`src/rtl/mem_dump_tx_pkg.sv`:
```
// Shared definitions for the UART memory readback path: FSM state encoding,
// terminator default and loader base address.
package mem_dump_tx_pkg;

    typedef enum logic [3:0] {
        IDLE,
        RD,
        RD_WAIT,
        HI,
        HI_GAP,
        LO,
        LO_GAP,
        NEXT,
        TERM_HI,
        TERM_GAP,
        TERM_LO,
        TERM_GAP2,
        FIN
    } dump_state_t;

    localparam logic [15:0] TERM_WORD_DEFAULT = 16'hFFFF;
    localparam logic [11:0] LOAD_BASE_ADDR    = 12'h300;

    function automatic logic [7:0] word_byte(input logic [15:0] w, input logic hi_sel);
        return hi_sel ? w[15:8] : w[7:0];
    endfunction

endpackage

```
`src/rtl/mem_dump_tx_if.sv`:
```
// Memory read port and UART transmit handshake seen by the readback engine.
interface mem_dump_tx_if #(
    parameter int ADDR_WIDTH = 12
);
    logic                  mem_rd;
    logic [ADDR_WIDTH-1:0] mem_addr;
    logic [15:0]           mem_rd_data;
    logic [7:0]            tx_data;
    logic                  tx_en;
    logic                  tx_busy;

    modport master (
        output mem_rd, mem_addr, tx_data, tx_en,
        input  mem_rd_data, tx_busy
    );

    modport slave (
        input  mem_rd, mem_addr, tx_data, tx_en,
        output mem_rd_data, tx_busy
    );
endinterface

```
`src/rtl/mem_dump_tx.sv`:
```
// Streams count 16-bit words from memory to the UART, high byte first,
// optionally followed by a terminator word.
//
// state     | meaning
// IDLE      | waiting for start
// RD        | mem_rd strobe at addr
// RD_WAIT   | read data returns, captured into word
// HI        | wait !tx_busy, send word[15:8]
// HI_GAP    | guard cycle for late tx_busy
// LO        | wait !tx_busy, send word[7:0]
// LO_GAP    | guard cycle
// NEXT      | advance addr, decrement remaining
// TERM_HI   | send terminator high byte
// TERM_GAP  | guard cycle
// TERM_LO   | send terminator low byte
// TERM_GAP2 | guard cycle
// FIN       | done pulse
module mem_dump_tx
    import mem_dump_tx_pkg::*;
#(
    parameter int          ADDR_WIDTH = 12,
    parameter int          CNT_WIDTH  = 11,
    parameter bit          SEND_TERM  = 1'b1,
    parameter logic [15:0] TERM_WORD  = TERM_WORD_DEFAULT
) (
    input  logic                  sys_clk,
    input  logic                  rst_n,
    input  logic                  start,
    input  logic [ADDR_WIDTH-1:0] start_addr,
    input  logic [CNT_WIDTH-1:0]  count,
    input  logic                  abort,
    output logic                  busy,
    output logic                  done,
    mem_dump_tx_if.master         bus
);

    dump_state_t           state, state_nx;
    logic [ADDR_WIDTH-1:0] addr;
    logic [CNT_WIDTH-1:0]  remaining;
    logic [15:0]           word;
    logic                  mem_rd;
    logic                  tx_en;
    logic [7:0]            tx_data;
    logic                  tx_ok;

    // No byte is launched in a cycle where abort is being taken.
    assign tx_ok = !bus.tx_busy && !abort;

    always_ff @(posedge sys_clk or negedge rst_n) begin
        if (!rst_n) begin
            state     <= IDLE;
            addr      <= '0;
            remaining <= '0;
            word      <= '0;
        end else begin
            state <= state_nx;
            if (state == IDLE && start && !abort) begin
                addr      <= {start_addr[ADDR_WIDTH-1:1], 1'b0};
                remaining <= count;
            end
            if (state == RD_WAIT) begin
                word <= bus.mem_rd_data;
            end
            if (state == NEXT) begin
                remaining <= remaining - CNT_WIDTH'(1);
                addr      <= addr + ADDR_WIDTH'(2);
            end
        end
    end

    always_comb begin
        state_nx = state;
        mem_rd   = 1'b0;
        tx_en    = 1'b0;
        tx_data  = 8'h00;
        unique case (state)
            IDLE: begin
                if (start) begin
                    if (count == '0) begin
                        state_nx = SEND_TERM ? TERM_HI : FIN;
                    end else begin
                        state_nx = RD;
                    end
                end
            end
            RD: begin
                mem_rd   = 1'b1;
                state_nx = RD_WAIT;
            end
            RD_WAIT: state_nx = HI;
            HI: begin
                tx_data = word_byte(word, 1'b1);
                if (tx_ok) begin
                    tx_en    = 1'b1;
                    state_nx = HI_GAP;
                end
            end
            HI_GAP: state_nx = LO;
            LO: begin
                tx_data = word_byte(word, 1'b0);
                if (tx_ok) begin
                    tx_en    = 1'b1;
                    state_nx = LO_GAP;
                end
            end
            LO_GAP: state_nx = NEXT;
            NEXT: begin
                if (remaining == CNT_WIDTH'(1)) begin
                    state_nx = SEND_TERM ? TERM_HI : FIN;
                end else begin
                    state_nx = RD;
                end
            end
            TERM_HI: begin
                tx_data = word_byte(TERM_WORD, 1'b1);
                if (tx_ok) begin
                    tx_en    = 1'b1;
                    state_nx = TERM_GAP;
                end
            end
            TERM_GAP: state_nx = TERM_LO;
            TERM_LO: begin
                tx_data = word_byte(TERM_WORD, 1'b0);
                if (tx_ok) begin
                    tx_en    = 1'b1;
                    state_nx = TERM_GAP2;
                end
            end
            TERM_GAP2: state_nx = FIN;
            FIN:       state_nx = IDLE;
            default:   state_nx = IDLE;
        endcase
        if (abort) begin
            state_nx = IDLE;
        end
    end

    assign bus.mem_rd   = mem_rd;
    assign bus.mem_addr = addr;
    assign bus.tx_en    = tx_en;
    assign bus.tx_data  = tx_data;
    assign busy         = (state != IDLE) && (state != FIN);
    assign done         = (state == FIN);

endmodule

```
`src/flat_wrapper.sv`:
```
// flat-port wrapper written by rule: the top's interface ports become plain ports
module mem_dump_tx_flat import mem_dump_tx_pkg::*;
#(
    parameter int          ADDR_WIDTH = 12,
    parameter int          CNT_WIDTH  = 11,
    parameter bit          SEND_TERM  = 1'b1,
    parameter logic [15:0] TERM_WORD  = TERM_WORD_DEFAULT
)
  (sys_clk, rst_n, start, start_addr, count, abort, busy, done, bus_mem_rd, bus_mem_addr, bus_tx_data, bus_tx_en, bus_mem_rd_data, bus_tx_busy);
  mem_dump_tx_if #(.ADDR_WIDTH(ADDR_WIDTH)) bus_i ();
  input  logic sys_clk;
  input  logic rst_n;
  input  logic start;
  input  logic [ADDR_WIDTH-1:0] start_addr;
  input  logic [CNT_WIDTH-1:0] count;
  input  logic abort;
  output logic busy;
  output logic done;
  output wire logic [$bits(bus_i.mem_rd)-1:0] bus_mem_rd;
  output wire logic [$bits(bus_i.mem_addr)-1:0] bus_mem_addr;
  output wire logic [$bits(bus_i.tx_data)-1:0] bus_tx_data;
  output wire logic [$bits(bus_i.tx_en)-1:0] bus_tx_en;
  input wire logic [$bits(bus_i.mem_rd_data)-1:0] bus_mem_rd_data;
  input wire logic [$bits(bus_i.tx_busy)-1:0] bus_tx_busy;
  assign bus_mem_rd = bus_i.mem_rd;
  assign bus_mem_addr = bus_i.mem_addr;
  assign bus_tx_data = bus_i.tx_data;
  assign bus_tx_en = bus_i.tx_en;
  assign bus_i.mem_rd_data = bus_mem_rd_data;
  assign bus_i.tx_busy = bus_tx_busy;
  mem_dump_tx #(.ADDR_WIDTH(ADDR_WIDTH), .CNT_WIDTH(CNT_WIDTH), .SEND_TERM(SEND_TERM), .TERM_WORD(TERM_WORD)) u_core (.sys_clk(sys_clk), .rst_n(rst_n), .start(start), .start_addr(start_addr), .count(count), .abort(abort), .busy(busy), .done(done), .bus(bus_i));
endmodule
```
`config.mk`:
```
export PLATFORM = sky130hd
export DESIGN_NAME = mem_dump_tx_flat
export DESIGN_NICKNAME = d
export VERILOG_FILES = /design/src/rtl/mem_dump_tx_pkg.sv /design/src/rtl/mem_dump_tx_if.sv /design/src/rtl/mem_dump_tx.sv /design/src/flat_wrapper.sv
export SDC_FILE = /design/constraint.sdc
export NUM_CORES = 1
export LEC_CHECK = 0
export CORE_MARGIN = 2
export CORE_UTILIZATION = 52
export CTS_CLUSTER_SIZE = 16
export DETAILED_ROUTE_END_ITERATION = 6
export PLACE_DENSITY = 0.86
export SYNTH_ARGS = -nofsm -noshare
export SYNTH_HDL_FRONTEND = slang
export SYNTH_SLANG_ARGS = --single-unit
```
`constraint.sdc`:
```
create_clock -name sys_clk -period 5.6 [get_ports sys_clk]
set_input_delay 1.12 -clock sys_clk [delete_from_list [all_inputs] [get_ports sys_clk]]
set_output_delay 1.12 -clock sys_clk [all_outputs]
set_load 0.005 [all_outputs]
```
# Word level (Yosys, flattened, before mapping)
# Index checks and enable logic that the tools add are counted.
# word_totals
reg_bits	43
latchBits	0
ramBits	0
rom_bits	0
output_inout_bits	24
word_cells	55
n_memories	0
# op_classes
addsub	2
mul	0
div_mod_pow	0
n_lt_le_gt_ge	0
n_eq_ne	19
shift	0
mux	17
bitwise	0
n_reduce_logical	13
# ops
operator	count
one-hot mux 4 bit (12 select lines)	1
2-to-1 mux 4 bit	8
2-to-1 mux 12 bit	2
one-hot mux 8 bit (3 select lines)	1
2-to-1 mux 11 bit	2
equality test 4 bit, second input constant	5
equality test 4 x 3 -> 1 bit, second input constant	4
adder 12 x 2 -> 12 bit, second input constant	1
inequality test 3 x 2 -> 1 bit, second input constant	4
equality test 11 x 1 -> 1 bit, second input constant	1
logical NOT 11 bit	1
subtractor 11 x 1 -> 11 bit, second input constant	1
equality test 4 x 2 -> 1 bit, second input constant	2
AND reduction 5 bit	1
equality test 4 x 1 -> 1 bit, second input constant	1
logical AND 1 bit	4
logical NOT 4 bit	1
inequality test 4 bit, second input constant	1
nonzero test 4 bit	1
OR reduction 4 bit	1
2-to-1 mux 1 bit	3
inequality test 3 bit, second input constant	1
logical NOT 1 bit	2
nonzero test 2 bit	1
OR reduction 2 bit	1

# Logic depth before layout (Yosys ltp)
# Gate-level depths: netlist (run 1).
# depth
ltp_word	5
mapped_depth	7

# Least setup slack after synthesis (run 1)
# OpenSTA, ideal clock, no wires.
# synth_timing
path_kind	register to output
from	reg u_core.state[3]
to	out bus_tx_en
t_arrival_ns	1.436
required_time_ns	4.480
slack_ns	3.044
path_stages_with_launch	6
path_buffers	2
path_cell_list	dfrtp_1 -> buf_2 -> or3b_2 -> clkbuf_1 -> o21ai_0 -> nor3b_1
# synth_via
elab_chain_len	3
word_cells_on_any_way	6
classes_between	eq/ne (4); mux (1); reduce/logical (1)
# synth_lines
item	line	source
from (decl)	mem_dump_tx.sv:37	dump_state_t state, state_nx;
from (signal assigned)	mem_dump_tx.sv:56	state <= state_nx;
equality test 4 x 2 -> 1 bit (tied with other cells)	mem_dump_tx.sv:76	unique case (state)
OR reduction 4 bit (no source line) *	n/a	
2-to-1 mux 1 bit *	n/a	
to (decl)	flat_wrapper.sv:22	output wire logic [$bits(bus_i.tx_en)-1:0] bus_tx_en;
# Every way passes the cells marked *; elsewhere a longest branch is shown, timed or not.

# Worst setup path in the final report (run 1)
# layout_timing
from	reg u_core.state[2]
to	out bus_tx_data[7]
# layout_via
elab_chain_len	3
word_cells_on_any_way	6
classes_between	eq/ne (4); mux (1); reduce/logical (1)
# layout_lines
item	line	source
equality test 4 bit	mem_dump_tx.sv:76	
OR reduction 2 bit (no source line)	n/a	
one-hot mux 8 bit (3 select lines) *	mem_dump_tx.sv:76	
to (decl)	flat_wrapper.sv:21	output wire logic [$bits(bus_i.tx_data)-1:0] bus_tx_data;
# Marks and branches as above.

==> out/qor.yml, run 1 <==
status: "completed"
fp.coreArea_um2: 4380
drv_slew: 0
cts_tree: "done"
syn-num-nets: 297
yosys.area_share.simple_pct: 18.6
hold_class: "reg -> reg"
power_density_nw_per_um2: 349
p_sw_share_pct: 32.5
gp_congestion: 0.802
syn_inst: 250
leakagePower_nw: 1.21
wl_per_cell_um: 16.6
cts_buffers: 5
synthFlopType: "dfrtp_1"
finalCritPeriodShare_pct: 63.6
grt_pass1_wl_mm: 9.86
cts_root_buffer: "clkbuf_8"
clk_path_buf_depth: 2
multi_input_area_um2: 1210
dp_hpwl_mm: 4.13
worst_slew_pin_slew_ns: 0.938
fp-row-count: 24
antenna_found_initial: 0
synth_top_family_by_area: "compound AO/OA/AOI/OAI gates"
post-route-drc-count: 0
seq_power_share_pct: 48.9
start_util_pct: 54.7
first_pass_iters: 5
synth_area_um2: 2400
htreeDepth: 2
synth_edf_count: 0
drt_wl_total_mm: 5.88
n_fill_cell: 342
synth_fa_ha_area_share_pct: 1.57
drt_iter0_drc: 149
synth.distinct_cells: 51
fmax_mhz: 281
synthTopCellsByCount: "dfrtp_1 (42), nor2_1 (19), o21ai_0 (18)"
slew-limit-headroom_pct: 37.5
cts.clk_slew.worst_paths_ns: 0.08
synth-xor-area-share_pct: 0.366
start_kind: "flop"
seq_area_um2: 1050
drive_above_1_share_pct: 9.90
synth_area_leaders: "dfrtp_1 (44%), mux2_2 (7.5%), o21ai_0 (3.8%)"
vdd_ir_drop_max_mv: 0.225
met3WireLength_um: 356
post_cts_buffers: 0
cap_violations: 0
yosysTopAreaCell: "dfrtp_1"
final_hold_viol_count: 0
p_total_mw: 1.08
highest_layer: "met4"
die_area_um2: 5170
grt_pass1_vias: 2184
synth_seq_cells: 42
cts.sinks: 42
num_io_pins: 68
min_period_ns: 3.56
power_switching_uw: 351
synthArstFlopShare_pct: 100
internal_power_uw: 728
yosys_warnings: 0
grt_max_degree: 43
synth_mux_area_share_pct: 8.36
dieWidth_um: 71.9
grtUsageTotal_pct: 23.8
clock_latency_ns: 0.29
die_y_um: 71.9
wl_met1_mm: 2.53
combPwrFrac_pct: 32.5
yosysMostFrequentCell: "dfrtp_1"
fin_worst_skew_ns: 0.00465
required_ns: 4.48
path_max_fanout: 17
num_antenna_cells: 0
utilization_pct: 70.4
avgSynthCellArea_um2: 9.58
nets: 349
port-buffer-count: 65
yosysTopAreaCellShare_pct: 43.9
overflow: 0
wl_met2_mm: 2.90
num_vias: 2197
grt_setup_unrepaired: "no"
crit_arrival_ns: 2.44
finalSetupTns_ns: 0
clkPwrFrac_pct: 18.5
synth_compound_gate_area_share_pct: 21.5
worstSetupPathType: "reg -> out"
viasPerCell: 6.19
setup_viol: 0
end_kind: "primary output"
ctsResizeCount: 0
syn2layout_area_growth_pct: 28.9
ys_seq_area_share_pct: 43.9
holdBufCountCts: 0
ant_nets: 0
## sequential cells by signal, summed over array words and instances, names as in the netlist
signal and cells:
u_core.remaining 11, u_core.state 4, u_core.bus.mem_addr 11, u_core.word 16
## per-layer routing
layer  GRT usage (%)  vias to the layer above
li1                -                     1041
met3            4.22                       12
met1            31.3                     1045
met5               0                        -
met2            39.9                       99
met4            7.97                        0
## through the flow
step                      setup WS [ns]  cell area [µm²]  hold slack, ns  std cells
after floorplan                    3.04             2400           0.470        250
after detailed placement           2.13             3000           0.494        347
after global routing               1.87             3090           0.534        355
final                              2.04             3090           0.506        355
after CTS                          2.07             3090           0.505        355
after global placement             2.12             3000           0.490        347
## cells in the final DEF, fill, tap and decap left out, types with 7 or more instances in the layout
cell type | Yosys | layout
a211oi_1 | 7 | 7
a21oi_1 | 11 | 11
a22oi_1 | 9 | 9
clkdlybuf4s50_1 | 0 | 64
dfrtp_1 | 42 | 42
mux2_2 | 16 | 16
nand2_1 | 14 | 14
nor2_1 | 19 | 19
nor3_1 | 12 | 12
o21ai_0 | 18 | 18
## power groups by stage
| stage | Sequential, mW | Clock [mW] | Combinational (mW) |
|---|---|---|---|
| 4_1_cts | 0.525 | 0.203 | 0.353 |
| 2_1_floorplan | 0.499 | 0 | 0.220 |
| 3_5_place_dp | 0.529 | 0 | 0.352 |
| 6_report | 0.528 | 0.200 | 0.351 |
| 3_3_place_gp | 0.522 | 0 | 0.338 |
| 5_1_grt | 0.547 | 0.214 | 0.389 |
## final cells by class
cell class / count / share of cell area [%]
Timing Repair Buffer: 65 / 20.9
Clock buffer: 7 / 2.80
Inverter: 6 / 0.729
Multi-Input combinational cell: 182 / 39.3
Tap cell: 52 / 2.11
Clock inverter: 1 / 0.162
Sequential cell: 42 / 34.0
## cells by family after synthesis
group / count (synthesis)
compound gates: 76
xor+xnor: 1
buf+inv: 26
other cells: 1
simple gates: 83
mux: 18
flops: 42
fa+ha+maj: 3
## worst max-delay path, cell delays in order (launching register included)
cell and delay, ns:
dfrtp_1 0.66, nor2b_1 0.56, a22oi_1 0.18, o21ai_0 0.22, clkdlybuf4s50_1 0.54
## worst paths after layout
kind / startpoint / endpoint / slack (ns) / depth (start not counted)
setup / recovery: u_core.state[2] / bus_tx_data[7] / 2.04 / 4
hold / removal: u_core.bus.mem_addr[11] / u_core.bus.mem_addr[11] / 0.51 / 1
setup reg to reg: u_core.state[2] / u_core.remaining[5] / 3.07 / 4
hold reg to reg: u_core.bus.mem_addr[11] / u_core.bus.mem_addr[11] / 0.51 / 1
max in group asynchronous: rst_n / u_core.word[14] / 4.05 / 1
min in group asynchronous: rst_n / u_core.remaining[3] / 0.97 / 1
No activity file was read; power rests on OpenSTA's default activity.
==> run 2: changes to the inputs <==
Settings changed: CORE_UTILIZATION 52 to 43, PLACE_DENSITY 0.86 to 0.76.
Clock period 5.6 ns to 2.9 ns, I/O delays scaled along.
==> run 2 against run 1 <==
Against the previous run: clock-buffer cell count fell by 1; routed wire length grew 1.8%; critical endpoint is now bus_tx_en; worst setup slack got worse by 1.9 ns; clock power grew 81%.
==> out/qor.yml, run 2 (same netlist as run 1, synthesis figures left out) <==
die_y_um: 78.6
fp.coreArea_um2: 5440
post-route-drc-count: 0
num_antenna_cells: 0
start_util_pct: 44.1
seq_power_share_pct: 48.8
crit_chain: "or3b_2, o21ai_1, nor3b_1, clkdlybuf4s50_1"
grtUsageTotal_pct: 20.0
cts_tree: "done"
p_sw_share_pct: 32.9
combPwrFrac_pct: 33.7
drv_slew: 0
slew-limit-headroom_pct: 37.9
grt_max_degree: 43
top_register: "u_core.word"
met3_usage_pct: 3.33
die_area_um2: 6190
crit_arrival_ns: 2.16
final_hold_viol_count: 0
use_met1_pct: 25.0
worst_slew_pin_slew_ns: 0.931
p_total_mw: 2.07
viasPerCell: 5.78
setup_viol: 0
cts.clk_slew.worst_paths_ns: 0.08
grt_setup_unrepaired: "no"
cts_buffers: 5
end_kind: "primary output"
clkPwrFrac_pct: 17.6
clock_latency_ns: 0.30
worstSetupPathType: "reg -> out"
hold_class: "in -> async"
fin_worst_skew_ns: 0.00715
antenna_found_initial: 0
drt_iter0_drc: 158
power_switching_uw: 680
slowest_stage: "or3b_2"
top_usage_layer: "met2"
num_vias: 2202
n_fill_cell: 470
ant_nets: 0
power_density_nw_per_um2: 655
status: "completed"
cap_violations: 0
overflow: 0
holdBufCountCts: 0
vdd_ir_drop_max_mv: 0.311
internal_power_mw: 1.39
most-common-layout-cells: "clkdlybuf4s50_1 (64), dfrtp_1 (42), nor2_1 (19)"
drive_above_1_share_pct: 11.7
dieWidth_um: 78.6
path_max_fanout: 10
cts.sinks: 42
required_ns: 2.32
grt_pass1_wl_mm: 10.0
wl_per_cell_um: 15.7
use_met2_pct: 34.2
dp_hpwl_mm: 4.39
cts_root_buffer: "clkbuf_8"
min_period_ns: 2.74
largest_register_ffs: 16
nets: 356
finalCritPeriodShare_pct: 94.4
final_common_cell: "clkdlybuf4s50_1"
drt_wl_total_mm: 5.98
num_io_pins: 68
clk_path_buf_depth: 2
gp_congestion: 0.828
port-buffer-count: 65
path_delay_family: "simple AND/OR/NAND/NOR gates"
crit_buf_inv: 1
leakagePower_nw: 1.23
htreeDepth: 2
fmax_mhz: 365
start_kind: "flop"
finalSetupTns_ns: 0
fp-row-count: 27
first_pass_iters: 5
critPathMaxStageDelay_ns: 0.58
grt_pass1_vias: 2287
syn2layout_area_growth_pct: 31.6
[run 2: changes by cell type in the layout (fill, tap and decap cells not counted)]
| cell | delta |
|---|---|
| o21ai_1 | +1 |
| clkinvlp_4 | +1 |
| buf_4 | +7 |
| clkbuf_8 | -1 |
| o21ai_0 | -1 |
| clkinv_2 | -1 |
[run 2: final timing paths]
check | from | endpoint | slack (ns) | cells after the start
worst min-delay path | rst_n | u_core.bus.mem_addr[2] | 0.41 | 1
max in group asynchronous | rst_n | u_core.remaining[6] | 1.90 | 1
min in group sys_clk | u_core.bus.mem_addr[11] | u_core.bus.mem_addr[11] | 0.50 | 1
worst min register to register | u_core.bus.mem_addr[11] | u_core.bus.mem_addr[11] | 0.50 | 1
worst max register to register | u_core.state[1] | u_core.remaining[5] | 0.67 | 4
worst max-delay path | u_core.state[3] | bus_tx_en | 0.16 | 4
[run 2: per-stage QoR]
stage / cell area [µm²] / setup WS [ns] / instances / utilization [%] / hold WS, ns
2_1_floorplan: 2400 / 0.884 / 250 / - / 0.284
3_3_place_gp: 3070 / 0.450 / 374 / 56.5 / 0.489
3_5_place_dp: 3070 / 0.444 / 374 / 56.5 / 0.489
4_1_cts: 3150 / 0.108 / 381 / 58.0 / 0.446
5_1_grt: 3150 / 0.0338 / 381 / 58.0 / 0.487
6_report: 3150 / 0.163 / 381 / 58.0 / 0.412
[run 2: power groups by stage]
stage          clock, mW  sequential, mW  combinational [mW]
6_report           0.363            1.01               0.696
5_1_grt            0.400            1.04               0.763
4_1_cts            0.373            1.00               0.700
3_5_place_dp           0            1.01               0.699
3_3_place_gp           0            1.00               0.673
2_1_floorplan          0           0.964               0.425
[run 2: final cells by class]
class                   instances  area [µm²]  area share [%]
clock buffers                   6        72.6            2.30
clock inverters                 1        7.51           0.238
inverters                       6        22.5           0.714
multi-input cells             182        1210            38.4
flip-flops and latches         42        1050            33.3
well taps                      72        90.1            2.86
repair buffers                 72         698            22.1
[run 2: metal layers]
metal	part of all wire, %	routed length (µm)
met5	0	0
met4	2.2	130
met3	3.7	220
met2	51	3070
met1	43	2570
[run 2: timing repair]
| action | CTS | global route |
|---|---|---|
| resized for setup | 0 | 1 |
| setup endpoints to repair | 0 | 1 |
| setup buffers | 0 | 0 |
| hold endpoints to repair | 0 | 0 |
